<file path="src/rtl/keypad_scanner.sv">
`default_nettype none
// ============================================================================
// Module      : keypad_scanner
// Description : 4x4 hex keypad scanner. Drives one column low at a time,
//               samples the synchronized rows, debounces over whole scans
//               and reports each new press as a one-cycle key_valid pulse.
// Revision    : 1.0 - initial release
// ============================================================================
module keypad_scanner #(
    parameter int SCAN_DIV       = 100000,
    parameter int DEBOUNCE_SCANS = 4
) (
    input  logic       clk,
    input  logic       reset,
    input  logic [3:0] row,
    output logic [3:0] col,
    output logic [3:0] key,
    output logic       key_valid,
    output logic       key_held
);

    localparam int                   c_DWELL_W    = (SCAN_DIV > 1) ? $clog2(SCAN_DIV) : 1;
    localparam logic [c_DWELL_W-1:0] c_DWELL_LAST = c_DWELL_W'(SCAN_DIV - 1);
    localparam int                   c_CNT_W      = $clog2(DEBOUNCE_SCANS + 1);
    localparam logic [c_CNT_W-1:0]   c_CNT_FULL   = c_CNT_W'(DEBOUNCE_SCANS);

    typedef enum logic [1:0] {
        RES_NONE   = 2'd0,
        RES_SINGLE = 2'd1,
        RES_MULTI  = 2'd2
    } result_kind_t;

    typedef enum logic [0:0] {
        ST_IDLE = 1'b0,
        ST_HELD = 1'b1
    } state_t;

    // Hex code printed on the key at row/column index {row, col}
    function automatic logic [3:0] key_code(input logic [3:0] idx);
        logic [3:0] code;
        case (idx)
            4'd0:    code = 4'h1;
            4'd1:    code = 4'h2;
            4'd2:    code = 4'h3;
            4'd3:    code = 4'hA;
            4'd4:    code = 4'h4;
            4'd5:    code = 4'h5;
            4'd6:    code = 4'h6;
            4'd7:    code = 4'hB;
            4'd8:    code = 4'h7;
            4'd9:    code = 4'h8;
            4'd10:   code = 4'h9;
            4'd11:   code = 4'hC;
            4'd12:   code = 4'h0;
            4'd13:   code = 4'hF;
            4'd14:   code = 4'hE;
            default: code = 4'hD;
        endcase
        return code;
    endfunction

    logic [3:0]           r_row_meta;
    logic [3:0]           r_row_s;
    logic [c_DWELL_W-1:0] r_dwell;
    logic [1:0]           r_col_idx;
    logic [3:0]           r_col;
    logic [3:0]           r_slot [4];
    logic                 r_scan_done;
    result_kind_t         r_prev_kind;
    logic [3:0]           r_prev_code;
    logic [c_CNT_W-1:0]   r_stable_cnt;
    state_t               r_state;
    logic [3:0]           r_key;
    logic                 r_key_valid;
    logic                 r_key_held;

    logic                 w_capture;
    logic                 w_any;
    logic                 w_multi;
    logic [3:0]           w_code;
    result_kind_t         w_kind;
    logic                 w_same;
    logic [c_CNT_W-1:0]   w_cnt_next;
    logic                 w_stable;
    state_t               w_state_next;
    logic [3:0]           w_key_next;
    logic                 w_valid_next;
    logic                 w_held_next;

    // Rows sample at the end of each dwell, leaving time for the column
    // drive to settle and for the synchronizer to catch up.
    assign w_capture = (r_dwell == c_DWELL_LAST);

    // Two-flop synchronizer for the asynchronous row lines
    always_ff @(posedge clk) begin
        if (reset) begin
            r_row_meta <= 4'hF;
            r_row_s    <= 4'hF;
        end else begin
            r_row_meta <= row;
            r_row_s    <= r_row_meta;
        end
    end

    // Dwell counter and one-hot-low column rotation; flags the last column capture
    always_ff @(posedge clk) begin
        if (reset) begin
            r_dwell     <= '0;
            r_col_idx   <= 2'd0;
            r_col       <= 4'b1110;
            r_scan_done <= 1'b0;
        end else begin
            r_scan_done <= w_capture && (r_col_idx == 2'd3);
            if (w_capture) begin
                r_dwell   <= '0;
                r_col_idx <= r_col_idx + 2'd1;
                r_col     <= {r_col[2:0], r_col[3]};
            end else begin
                r_dwell <= r_dwell + 1'b1;
            end
        end
    end

    // Capture the synchronized rows into the slot of the active column
    always_ff @(posedge clk) begin
        if (reset) begin
            for (int i = 0; i < 4; i++) begin
                r_slot[i] <= 4'hF;
            end
        end else if (w_capture) begin
            r_slot[r_col_idx] <= r_row_s;
        end
    end

    // Classify the 16 captured bits as none / single key / several keys
    always_comb begin
        w_any   = 1'b0;
        w_multi = 1'b0;
        w_code  = 4'h0;
        for (int c = 0; c < 4; c++) begin
            for (int r = 0; r < 4; r++) begin
                if (!r_slot[c][r]) begin
                    if (w_any) begin
                        w_multi = 1'b1;
                    end
                    w_any  = 1'b1;
                    w_code = key_code(4'(r * 4 + c));
                end
            end
        end
        if (w_multi) begin
            w_kind = RES_MULTI;
        end else if (w_any) begin
            w_kind = RES_SINGLE;
        end else begin
            w_kind = RES_NONE;
        end
    end

    // Run length of identical scan results; a multi-key scan never counts
    always_comb begin
        w_same = (w_kind == r_prev_kind) &&
                 ((w_kind != RES_SINGLE) || (w_code == r_prev_code));
        if (w_kind == RES_MULTI) begin
            w_cnt_next = '0;
        end else if (w_same) begin
            w_cnt_next = (r_stable_cnt == c_CNT_FULL) ? c_CNT_FULL : r_stable_cnt + 1'b1;
        end else begin
            w_cnt_next = c_CNT_W'(1);
        end
        w_stable = (w_cnt_next == c_CNT_FULL);
    end

    // Debounce history, updated once per completed scan
    always_ff @(posedge clk) begin
        if (reset) begin
            r_stable_cnt <= '0;
            r_prev_kind  <= RES_NONE;
            r_prev_code  <= 4'h0;
        end else if (r_scan_done) begin
            r_stable_cnt <= w_cnt_next;
            r_prev_kind  <= w_kind;
            r_prev_code  <= w_code;
        end
    end

    // Press/release state machine: next state and registered output values
    always_comb begin
        w_state_next = r_state;
        w_key_next   = r_key;
        w_valid_next = 1'b0;
        w_held_next  = r_key_held;
        if (r_scan_done) begin
            case (r_state)
                ST_IDLE: begin
                    if ((w_kind == RES_SINGLE) && w_stable) begin
                        w_state_next = ST_HELD;
                        w_key_next   = w_code;
                        w_valid_next = 1'b1;
                        w_held_next  = 1'b1;
                    end
                end
                ST_HELD: begin
                    // A different key becoming stable is ignored until release
                    if ((w_kind == RES_NONE) && w_stable) begin
                        w_state_next = ST_IDLE;
                        w_held_next  = 1'b0;
                    end
                end
                default: begin
                    w_state_next = ST_IDLE;
                    w_held_next  = 1'b0;
                end
            endcase
        end
    end

    // State and output registers
    always_ff @(posedge clk) begin
        if (reset) begin
            r_state     <= ST_IDLE;
            r_key       <= 4'h0;
            r_key_valid <= 1'b0;
            r_key_held  <= 1'b0;
        end else begin
            r_state     <= w_state_next;
            r_key       <= w_key_next;
            r_key_valid <= w_valid_next;
            r_key_held  <= w_held_next;
        end
    end

    assign col       = r_col;
    assign key       = r_key;
    assign key_valid = r_key_valid;
    assign key_held  = r_key_held;

endmodule
`default_nettype wire
</file>
<file path="config.mk">
export PLATFORM = sky130hd
export DESIGN_NAME = keypad_scanner
export DESIGN_NICKNAME = d
export VERILOG_FILES = /design/src/rtl/keypad_scanner.sv
export SDC_FILE = /design/constraint.sdc
export NUM_CORES = 1
export LEC_CHECK = 0
export BUFFER_PORTS_ARGS = -buffer_cell sky130_fd_sc_hd__clkbuf_2
export CAP_MARGIN = 15
export CELL_PAD_IN_SITES_DETAIL_PLACEMENT = 1
export CELL_PAD_IN_SITES_GLOBAL_PLACEMENT = 2
export CORE_ASPECT_RATIO = 0.7
export CORE_MARGIN = 5
export CORE_UTILIZATION = 31
export CTS_CLUSTER_SIZE = 12
export DETAILED_ROUTE_END_ITERATION = 8
export PLACE_DENSITY_LB_ADDON = 0.1
export SYNTH_ARGS = -nofsm -noshare
export SYNTH_HDL_FRONTEND = slang
export SYNTH_SLANG_ARGS = --single-unit
</file>
<file path="constraint.sdc">
create_clock -name clk -period 3.8 [get_ports clk]
set_input_delay 0.38 -clock clk [delete_from_list [all_inputs] [get_ports clk]]
set_output_delay 0.38 -clock clk [all_outputs]
set_load 0.005 [all_outputs]
</file>
==> metrics.md, run 1 <==
| Metric | Value |
|---|---|
| Area of the multi-input gates | 1470 µm² |
| Sequential area share after synthesis | 48.4% |
| Total power per unit cell area | 447 nW/µm² |
| Seq cells post-synth | 64 |
| Wire length of the first global-routing pass | 11.9 mm |
| Global Route Usage Sum | 13.1% |
| Initial antenna violation count | 0 |
| Cells after DPL | 450 |
| FILL cells | 1,083 |
| CP max-delay cell | nor4b_4 |
| Clk_skew | 0.00818 ns |
| Die area | 11,700 µm² |
| TritonCTS clock tree | built |
| Hold_ws | 0.234 ns |
| Starting density of the core | 32.3% |
| Most frequent cells in the layout | dfxtp_1 (48), nor2_1 (44), nand2_1 (26) |
| Critical path capture point type | register |
| Crit path time final | 2.73 ns |
| Clock Pin Slew Worst Setup and Hold Paths | 0.06 ns |
| RSZ-0062 raised after global routing | no |
| Run status | finished, final reports clean |
| EDFF count, synth | 16 |
| Crit Path Max Fanout | 12 |
| Register area | 1440 µm² |
| Setup CP Type | register to register |
| Peak supply drop | 0.000182 V |
| Ys flop type | dfxtp_1 |
| First DRT Iteration DRCs | 102 |
| GPL Wtd Cong | 0.729 |
| Total gr overflow | 0 |
| # hold bufs at CTS | 0 |
| CTS Root Buffer Type | clkbuf_16 |
| Layout Cells excl Fill | 466 |
| Avg Cell Area, Syn | 9.33 µm² |
| Worst min path class | primary input to register |
| DR WL/cell | 15.4 µm |
| CP Cell Sequence | nand3_2 > or3_1 > o221ai_2 > xnor2_1 > nor4b_4 > a21oi_1 > o311a_1 |
| Max frequency | 366 MHz |
| Post-CTS Setup Inserts | 0 |
| Worst Path Arrival | 2.94 ns |
| I/O Buffers | 15 |
| Yosys top cell area share | 32.3% |
| Number of setup violations in the final report | 0 |
| Setup TNS | 0 ns |
| I/O pins | 16 |
| DP Worst Slack | 1.10 ns |
| Max-slew violation count | 0 |
| DRC errors left | 0 |
| Routed vias | 2,330 |
| Syn nets | 329 |
| PnR worst setup slack | 1.07 ns |
| N_diodes | 0 |
| Post-CTS sizing | 0 |
| Total Power | 1.55 mW |
| HPWL Detailed | 5.34 mm |
| Nets@finish | 347 |
| ANT nets after route | 0 |
| Largest net degree at the start of global routing | 35 |
| Clock Sinks | 64 |
| Cell taking the most area after synthesis | dfxtp_1 |
| Synth Cell Area | 2980 µm² |
| Layout area overhead | 16.1% |
| LEAKAGE | 1.23 nW |
| CTS HTree Levels | 3 |
| Final Hold Fails | 0 |
| Synth unique cells | 50 |
| YS warnings | 0 |
| Max Root-Sink Buffers | 2 |
| Max cap viols | 0 |
| Pre-Repair DR Iteration Count | 4 |
| Slew HR | 54.8% |
| Vias/cell | 5.00 |
| Chip Width | 127 µm |
| Max incr delay on CP | 0.64 ns |
| Data required, critical path | 4.01 ns |
| Share of layout cells above drive strength 1 | 17.3% |
| CTS Buf Count | 9 |
| Worst-Skew Late Latency | 0.33 ns |
| Core area | 9220 µm² |
| Worst Max-Slew Pin Slew | 0.678 ns |
| Mapped Cells | 319 |
| Final worst path period share | 72.0% |
| Commonest non-fill, non-tap cell in the layout | dfxtp_1 |
| Die span in y | 92.0 µm |
| Final wirelength | 7.18 mm |
| Top cells by area, synth | dfxtp_1 (32%), edfxtp_1 (16%), nor2_1 (5.5%), or2_2 (3.6%), xor2_1 (3.5%) |
| Post-synthesis async set-or-reset flop share | 0% |
| Critical Path Source Type | register |
| Number of cell rows | 29 |
| Vias in the first global route | 2,237 |
[final timing paths]
| kind | from | to | slack, ns | cells after the start |
|---|---|---|---|---|
| setup / recovery | r_slot[3][1]$_DFFE_PP_ | r_stable_cnt[0]$_SDFFE_PP0P_ | 1.07 | 7 |
| hold / removal | row[2] | r_row_meta[2]$_SDFF_PP1_ | 0.23 | 2 |
| setup reg to reg | r_slot[3][1]$_DFFE_PP_ | r_stable_cnt[0]$_SDFFE_PP0P_ | 1.07 | 7 |
| hold reg to reg | r_row_meta[2]$_SDFF_PP1_ | r_row_s[2]$_SDFF_PP1_ | 0.41 | 1 |
[state kept, by name, indices dropped and copies added, names as in the netlist]
signal and flops:
col 4, key 4, key_held 1, key_valid 1, r_col_idx 2, r_dwell 17
r_prev_code 4, r_prev_kind 2, r_row_meta 4, r_row_s 4, r_scan_done 1, r_slot 16
r_stable_cnt 3, r_state 1
[cell families after synthesis]
logic type | synth area share, %
compound gates | 12.2
xor+xnor | 5.30
fa+ha+maj | 2.02
buf+inv | 2.31
flops | 48.4
mux | 1.68
simple gates | 28.1
[cell type report]
| cell class | count | share of cell area [%] |
|---|---|---|
| clock buffers | 10 | 6.92 |
| well taps | 124 | 4.49 |
| inverters | 7 | 0.761 |
| repair buffers | 16 | 2.39 |
| clock inverters | 6 | 1.27 |
| multi-input cells | 239 | 42.4 |
| flip-flops and latches | 64 | 41.7 |
[report_power, final]
part	total, mW	switching (mW)	internal, mW
clock network	0.767	0.307	0.461
logic	0.0532	0.0338	0.0194
registers	0.725	0.0151	0.710
total	1.55	0.355	1.19
[per-stage QoR]
step / instance area, µm² / util, %
2_1_floorplan: 2980 / -
6_report: 3450 / 37.5
4_1_cts: 3450 / 37.5
3_5_place_dp: 3170 / 34.4
3_3_place_gp: 3170 / 34.4
5_1_grt: 3450 / 37.5
[Yosys cell counts, types with 3 or more instances]
| cell type | n |
|---|---|
| a211oi_1 | 4 |
| a21oi_1 | 12 |
| a311oi_1 | 5 |
| a31oi_1 | 5 |
| and2_1 | 3 |
| and3_1 | 4 |
| clkbuf_1 | 7 |
| dfxtp_1 | 48 |
| edfxtp_1 | 16 |
| ha_1 | 4 |
| inv_1 | 7 |
| mux2i_1 | 5 |
| nand2_1 | 26 |
| nand2b_1 | 14 |
| nand3_1 | 19 |
| nand4_1 | 4 |
| nor2_1 | 44 |
| nor3_1 | 6 |
| o211ai_1 | 3 |
| o21ai_0 | 7 |
| or2_2 | 17 |
| or3_1 | 8 |
| xnor2_1 | 6 |
| xor2_1 | 12 |
[critical path: cells and delay by family, from the launching register on]
kind	cells	cell delay (ns)
AND/OR/NAND/NOR	3	1.14
AO/OA/AOI/OAI	3	0.82
flip-flops	1	0.49
XOR/XNOR	1	0.17
[metal layers]
layer,share of wire (%),wire length [µm],track usage (%)
met1,56,4050,20.3
met2,40,2860,16.9
met3,3.2,231,4.01
met4,0.57,41,4.02
met5,0,0,0
Note: power is estimated with default switching activity, not from simulation.
==> run 2: changes to the inputs <==
ABC_AREA = 1   (was not set)
clock period = 2.5 ns   (was 3.8 ns; I/O delays follow)
==> metrics.md, run 2 <==
| Metric | Value |
|---|---|
| Post-Synth XOR/XNOR Area | 1.11% (-4.2 points) |
| Yosys top cell area share | 30.5% (-1.8 points) |
| DR WL/cell | 14.0 µm (-8.9%) |
| Clk_skew | 0.00824 ns (+0.0000551 ns) |
| Worst-Skew Late Latency | 0.33 ns (about the same) |
| Avg Cell Area, Syn | 7.44 µm² (-20%) |
| Met1 GRT Util | 24.3% (+4.0 points) |
| Ys flop type | dfxtp_1 |
| Vias/cell | 4.57 (-8.5%) |
| ANT nets after route | 0 (unchanged) |
| Number of cell rows | 30 (+3.4%) |
| Top cells by area, synth | dfxtp_1 (31%), edfxtp_1 (15%), nand2_1 (12%), inv_1 (8.1%), nor2_1 (4.7%) |
| Chip Width | 130 µm (+2.6%) |
| HPWL Detailed | 6.77 mm (+27%) |
| Post-route cell area | 4060 µm² (+17%) |
| N_diodes | 0 (unchanged) |
| Post-synthesis async set-or-reset flop share | 0% (unchanged) |
| Cells after DPL | 594 (+32%) |
| Max frequency | 398 MHz (+8.9%) |
| YS warnings | 0 (unchanged) |
| Starting density of the core | 32.1% (-0.16 points) |
| PnR worst setup slack | -0.0109 ns (-1.08 ns) |
| Most used cell along the critical path | nand2_2 |
| Data required, critical path | 2.78 ns (-1.23 ns) |
| DP Worst Slack | -0.0774 ns (-1.17 ns) |
| Mapped Cells | 423 (+33%) |
| Multiplexer share of the synthesized area | 0% (-1.7 points) |
| Dpl cell area | 3620 µm² (+14%) |
| Setup TNS | -0.0109 ns (-0.0109 ns) |
| Peak supply drop | 0.000455 V (+150%) |
| Initial antenna violation count | 0 (unchanged) |
| CTS HTree Levels | 3 (unchanged) |
| Clock Pin Slew Worst Setup and Hold Paths | 0.06 ns (about the same) |
| Syn nets | 433 (+32%) |
| Global Route Usage Sum | 15.3% (+2.2 points) |
| Critical path capture point type | register |
| GRT busiest layer | met1 |
| Fin util | 41.4% (+3.9 points) |
| Cell taking the most area after synthesis | dfxtp_1 |
| Max incr delay on CP | 0.40 ns (-0.24 ns) |
| Largest family of logic cells by synthesized area | simple AND/OR/NAND/NOR gates |
| Sequential area share after synthesis | 45.8% (-2.6 points) |
| Vias in the first global route | 2,832 (+27%) |
| RSZ-0062 raised after global routing | yes |
| LEAKAGE | 1.78 nW (+45%) |
| GPL Wtd Cong | 0.810 (+11%) |
| Run status | complete, but fails checks |
| Max-slew violation count | 0 (unchanged) |
| Largest regs | r_dwell: 17 flops, r_slot: 16 flops |
| Crit Path Max Fanout | 4 (-8) |
| Post-Synth Adder-Cell Area | 1.59% (-0.43 points) |
| Die span in y | 94.3 µm (+2.5%) |
| I/O pins | 16 (unchanged) |
| Share of layout cells above drive strength 1 | 25.7% (+8.4 points) |
| Met2 GRT Util | 19.8% (+2.8 points) |
| Worst Path Arrival | 2.79 ns (-0.15 ns) |
| Crit-path leading delay family | simple AND/OR/NAND/NOR gates |
| Synth Area in Simple Gates | 30.7% (+2.6 points) |
| Number of setup violations in the final report | 1 (+1) |
| Total gr overflow | 0 (unchanged) |
| Synth Cell Area | 3150 µm² (+5.8%) |
| Commonest non-fill, non-tap cell in the layout | nand2_1 |
| Synth unique cells | 34 (-32%) |
| Largest net degree at the start of global routing | 19 (-46%) |
| Final Hold Fails | 0 (unchanged) |
| Worst Max-Slew Pin Slew | 0.552 ns (-0.127 ns) |
| TritonCTS clock tree | built |
| First DRT Iteration DRCs | 160 (+57%) |
| Register with the most flip-flops | r_dwell |
| Buf+Inv Stages, Crit Path | 3 (+3) |
| Layout Cells excl Fill | 623 (+34%) |
| CTS Buf Count | 9 (unchanged) |
| Routed vias | 2,850 (+22%) |
| Clock Sinks | 64 (unchanged) |
| Synth top cells by count | nand2_1 (97), inv_1 (68), dfxtp_1 (48) |
| EDFF count, synth | 16 (unchanged) |
| Die area | 12,300 µm² (+5.2%) |
| # hold bufs at CTS | 0 (unchanged) |
| Crit path time final | 2.51 ns (-0.224 ns) |
| Setup CP Type | register to register |
| Seq cells post-synth | 64 (unchanged) |
| CP max-delay cell | edfxtp_1 |
| Most frequent cells in the layout | nand2_1 (92), inv_1 (68), dfxtp_1 (48) |
| I/O Buffers | 15 (unchanged) |
| Final wirelength | 8.75 mm (+22%) |
| Wire length of the first global-routing pass | 14.5 mm (+21%) |
| CTS Root Buffer Type | clkbuf_16 |
| Final worst path period share | 100% (+28 points) |
| Core area | 9800 µm² (+6.3%) |
| Total power per unit cell area | 603 nW/µm² (+35%) |
| Synth Area in Compound Gates | 10.9% (-1.3 points) |
| Nets@finish | 500 (+44%) |
| Slew HR | 63.1% (+8.3 points) |
| Max reg flops | 17 (unchanged) |
| Layout area overhead | 28.9% |
| GRT met3 Usage | 4.55% (+0.54 points) |
| Max cap viols | 0 (unchanged) |
| CP Cell Sequence | nand2_2 > nor2_4 > nand2_2 > nor2_4 > inv_2 > o21ai_2 > nand2_1 > nand2_2 > inv_2 > nor2_4 > nand2_2 > nand2_2 > nand2_2 > nor2_4 > nand3_2 > nor2_4 > nand4_4 > nor2_4 > nand2_2 > clkinv_2 > nand2_2 > nand2_1 |
| Max Root-Sink Buffers | 2 (unchanged) |
| Critical Path Source Type | register |
| DRC errors left | 0 (unchanged) |
| Worst min path class | primary input to register |
| Failing checks | setup timing |
| Cell with the most instances after synthesis | nand2_1 |
| Pre-Repair DR Iteration Count | 4 (unchanged) |
## run 2: changes by cell type after synthesis, moves of 6 or more
cell	change
a21oi_1	+16
nor2_4	+6
xnor2_1	-6
inv_2	+7
nand2_2	+7
or3_1	-8
or2_2	-8
nand2b_1	-14
o21ai_0	+14
xor2_1	-8
inv_1	+61
nand2_1	+71
## run 2: worst paths after layout
check                                   from                  endpoint  slack [ns]  depth (start not counted)
hold reg to reg     r_row_meta[0]$_SDFF_PP1_     r_row_s[0]$_SDFF_PP1_        0.41                          1
hold / removal                        row[1]  r_row_meta[1]$_SDFF_PP1_         0.1                          2
setup reg to reg  r_slot[0][1]$_SDFFCE_PN1P_       key[2]$_SDFFE_PP0P_       -0.01                         22
setup / recovery  r_slot[0][1]$_SDFFCE_PN1P_       key[2]$_SDFFE_PP0P_       -0.01                         22
## run 2: through the flow
| stage | hold slack, ns | total power, mW |
|---|---|---|
| floorplan | 0.354 | 1.19 |
| global placement | 0.394 | 1.26 |
| detailed placement | 0.397 | 1.26 |
| CTS | 0.0811 | 2.48 |
| global route | 0.0915 | 2.56 |
| finish | 0.0957 | 2.45 |
## run 2: routing by layer
layer,wire length (µm),up-vias
met2,3230,40
met4,55,0
met1,5040,1326
met3,419,7
li1,-,1477
met5,0,-
## run 2: logic make-up (layout without fill, tap and decap cells)
kind of cell / after synthesis / in the layout
simple gates: 205 / 205
xor+xnor: 4 / 4
flops: 64 / 64
compound gates: 63 / 63
fa+ha+maj: 4 / 4
buf+inv: 83 / 155
## run 2: report_power, final
| part | switching [mW] | total (mW) | internal [mW] |
|---|---|---|---|
| combinational | 0.0832 | 0.140 | 0.0573 |
| sequential | 0.0190 | 1.10 | 1.08 |
| clock | 0.493 | 1.20 | 0.711 |
| total | 0.595 | 2.45 | 1.85 |
## run 2: area by class of cell
class                   instances  area (µm²)
multi-input cells             276        1450
inverters                      77         290
fillers                      1203        5740
well taps                     128         160
clock inverters                 6        47.5
clock buffers                  10         239
repair buffers                 62         428
flip-flops and latches         64        1440
## run 2: repair_timing
action,CTS,global route
buffers inserted,8,5
gates resized for setup,3,12
pin swaps,3,3
endpoints found under the setup margin,6,24
==> run 3: changes to the inputs <==
CELL_PAD_IN_SITES_DETAIL_PLACEMENT = not set   (was 1)
CELL_PAD_IN_SITES_GLOBAL_PLACEMENT = not set   (was 2)
PLACE_DENSITY_LB_ADDON = not set   (was 0.1)
SKIP_LAST_GASP = 1   (was not set)
==> metrics.md, run 3 (synthesis results as in run 2) <==
| Metric | Value |
|---|---|
| Hold_ws | 0.107 ns (+0.0114 ns) |
| Clock Pin Slew Worst Setup and Hold Paths | 0.05 ns (about the same) |
| Commonest non-fill, non-tap cell in the layout | nand2_1 |
| Number of setup violations in the final report | 4 (+3) |
| Crit path time final | 2.54 ns (+0.0244 ns) |
| Clock Sinks | 64 (unchanged) |
| Crit Path Max Fanout | 4 (unchanged) |
| Worst min path class | primary input to register |
| Nets@finish | 470 (-6.0%) |
| Crit-path leading delay family | simple AND/OR/NAND/NOR gates |
| Max cap viols | 0 (unchanged) |
| Setup TNS | -0.0585 ns (-0.0477 ns) |
| RSZ-0062 raised after global routing | yes |
| Largest regs | r_dwell: 17 flops, r_slot: 16 flops |
| Stages on the worst setup path | 20 (-9.1%) |
| Final worst path period share | 101% (+0.98 points) |
| Run status | complete, but fails checks |
| I/O Buffers | 15 (unchanged) |
| ANT nets after route | 0 (unchanged) |
| CTS HTree Levels | 3 (unchanged) |
| Chip Width | 130 µm (unchanged) |
| Peak supply drop | 0.000458 V (+0.62%) |
| LEAKAGE | 1.62 nW (-9.3%) |
| FILL cells | 1,006 (-16%) |
| Vias in the first global route | 2,366 (-16%) |
| Depth of the worst register-to-register path | 20 (-9.1%) |
| HPWL Detailed | 5.01 mm (-26%) |
| Die area | 12,300 µm² (unchanged) |
| DR WL/cell | 11.4 µm (-18%) |
| Setup CP Type | register to register |
| PnR worst setup slack | -0.0353 ns (-0.0244 ns) |
| Max Root-Sink Buffers | 2 (unchanged) |
| Area of the multi-input gates | 1420 µm² (-2.3%) |
| Data required, critical path | 2.77 ns (about the same) |
| Starting density of the core | 32.1% (unchanged) |
| Post-route cell area | 3780 µm² (-7.0%) |
| Failing checks | setup timing |
| Slew HR | 62.5% (-0.55 points) |
| DRC errors left | 0 (unchanged) |
| Max incr delay on CP | 0.40 ns (about the same) |
| I/O pins | 16 (unchanged) |
| Final wirelength | 6.79 mm (-22%) |
| TritonCTS clock tree | built |
| CTS Buf Count | 9 (unchanged) |
| Largest net degree at the start of global routing | 17 (-2) |
| Switching Share | 22.8% (-1.5 points) |
| Register area | 1440 µm² (unchanged) |
| Worst Path Arrival | 2.80 ns (about the same) |
| Fin util | 38.5% (-2.9 points) |
| Combinational power share | 5.0% (-0.7 points) |
| Worst Max-Slew Pin Slew | 0.560 ns (+0.00826 ns) |
| Most frequent cells in the layout | nand2_1 (96), inv_1 (68), dfxtp_1 (48) |
| Pre-Repair DR Iteration Count | 4 (unchanged) |
| Number of cell rows | 30 (unchanged) |
| Max frequency | 394 MHz (-0.96%) |
| Critical Path Source Type | register |
| Total power per unit cell area | 613 nW/µm² (+1.7%) |
| Worst-Skew Late Latency | 0.33 ns (about the same) |
| Routed vias | 2,733 (-4.1%) |
| CTS Root Buffer Type | clkbuf_16 |
| First DRT Iteration DRCs | 130 (-19%) |
| Max reg flops | 17 (unchanged) |
| Final Hold Fails | 0 (unchanged) |
| Critical path capture point type | register |
| Layout area overhead | 20.0% |
| Dpl cell area | 3430 µm² (-5.2%) |
| Clk pwr share | 47.4% (-1.8 points) |
| Worst Hold Depth | 2 (unchanged) |
| Layout Cells excl Fill | 593 (-4.8%) |
| Wire length of the first global-routing pass | 11.3 mm (-22%) |
| Most used cell along the critical path | nand2_2 |
| Core area | 9800 µm² (unchanged) |
| Clk_skew | 0.00610 ns (-0.00214 ns) |
| Switching power | 0.528 mW (-11%) |
| Initial antenna violation count | 0 (unchanged) |
| Vias/cell | 4.61 (+0.75%) |
| CP Cell Sequence | nand2_2 > nor2_4 > nand2_2 > nor2_4 > nand3_2 > o21bai_1 > o21ai_1 > inv_2 > nand2_2 > nand2_2 > nand2_2 > nor2_4 > nand3_2 > nor2_4 > nand4_4 > nor2_4 > nand2_2 > clkinv_2 > nand2_1 > nand2_1 |
| Reg power frac | 47.6% (+2.5 points) |
| Register with the most flip-flops | r_dwell |
| Internal power | 1.79 mW (-3.5%) |
| N_diodes | 0 (unchanged) |
| GPL Wtd Cong | 0.859 (+6.0%) |
| Global Route Usage Sum | 11.6% (-3.7 points) |
| Cells after DPL | 569 (-4.2%) |
| Share of layout cells above drive strength 1 | 18.5% (-7.2 points) |
| Max-slew violation count | 0 (unchanged) |
| CP max-delay cell | edfxtp_1 |
| Total gr overflow | 0 (unchanged) |
| Die span in y | 94.3 µm (unchanged) |
| Buf+Inv Stages, Crit Path | 2 (-1) |
==> run 3: cell count changes in the layout (fill, tap and decap cells not counted), moves of 2 or more <==
cell,previous run,this run
nor2_1,37,39
clkinv_2,1,3
inv_6,3,1
buf_4,47,17
clkinv_1,1,4
nand2_2,12,8
nand2_1,92,96
inv_4,2,0
nor2_2,2,0
==> run 3: final cells by class <==
type	count	share of cell area [%]
clock buffers	9	5.96
clock inverters	7	0.994
inverters	77	7.69
multi-input cells	276	37.6
flip-flops and latches	64	38.2
well taps	128	4.24
repair buffers	32	5.37
==> run 3: path summary, 6_finish.rpt <==
check                                                 from                       end  slack (ns)
worst max register to register  r_slot[0][1]$_SDFFCE_PN1P_       key[2]$_SDFFE_PP0P_       -0.04
worst min register to register    r_row_meta[3]$_SDFF_PP1_     r_row_s[3]$_SDFF_PP1_        0.40
worst min-delay path                                row[2]  r_row_meta[2]$_SDFF_PP1_        0.11
worst max-delay path            r_slot[0][1]$_SDFFCE_PN1P_       key[2]$_SDFFE_PP0P_       -0.04
==> run 3: metrics by stage <==
step / power [mW] / setup WS, ns
2_1_floorplan: 1.19 / 0.317
3_3_place_gp: 1.23 / 0.0962
3_5_place_dp: 1.23 / 0.00514
4_1_cts: 2.33 / 0.00983
5_1_grt: 2.43 / -0.270
6_report: 2.31 / -0.0353
==> run 3: power by group through the flow <==
stage / clock [mW] / combinational, mW / sequential (mW)
after floorplan: 0 / 0.0743 / 1.12
after CTS: 1.12 / 0.110 / 1.10
after detailed placement: 0 / 0.107 / 1.12
after global placement: 0 / 0.106 / 1.12
final: 1.10 / 0.115 / 1.10
after global routing: 1.19 / 0.133 / 1.10
==> run 3: timing repair <==
action                                  CTS  global route
hold buffers                              0             0
setup buffers                             1             7
endpoints found under the setup margin    1             8
pin swaps                                 0             2
gates cloned                              0             0
gates resized for setup                   0             5
==> run 3: layer usage <==
layer	global-route usage, %	up-vias	part of all wire, %
li1	-	1425	-
met1	16.9	1250	53
met2	15.4	54	42
met3	4.49	4	4.3
met4	3.85	0	1.0
met5	0	-	0
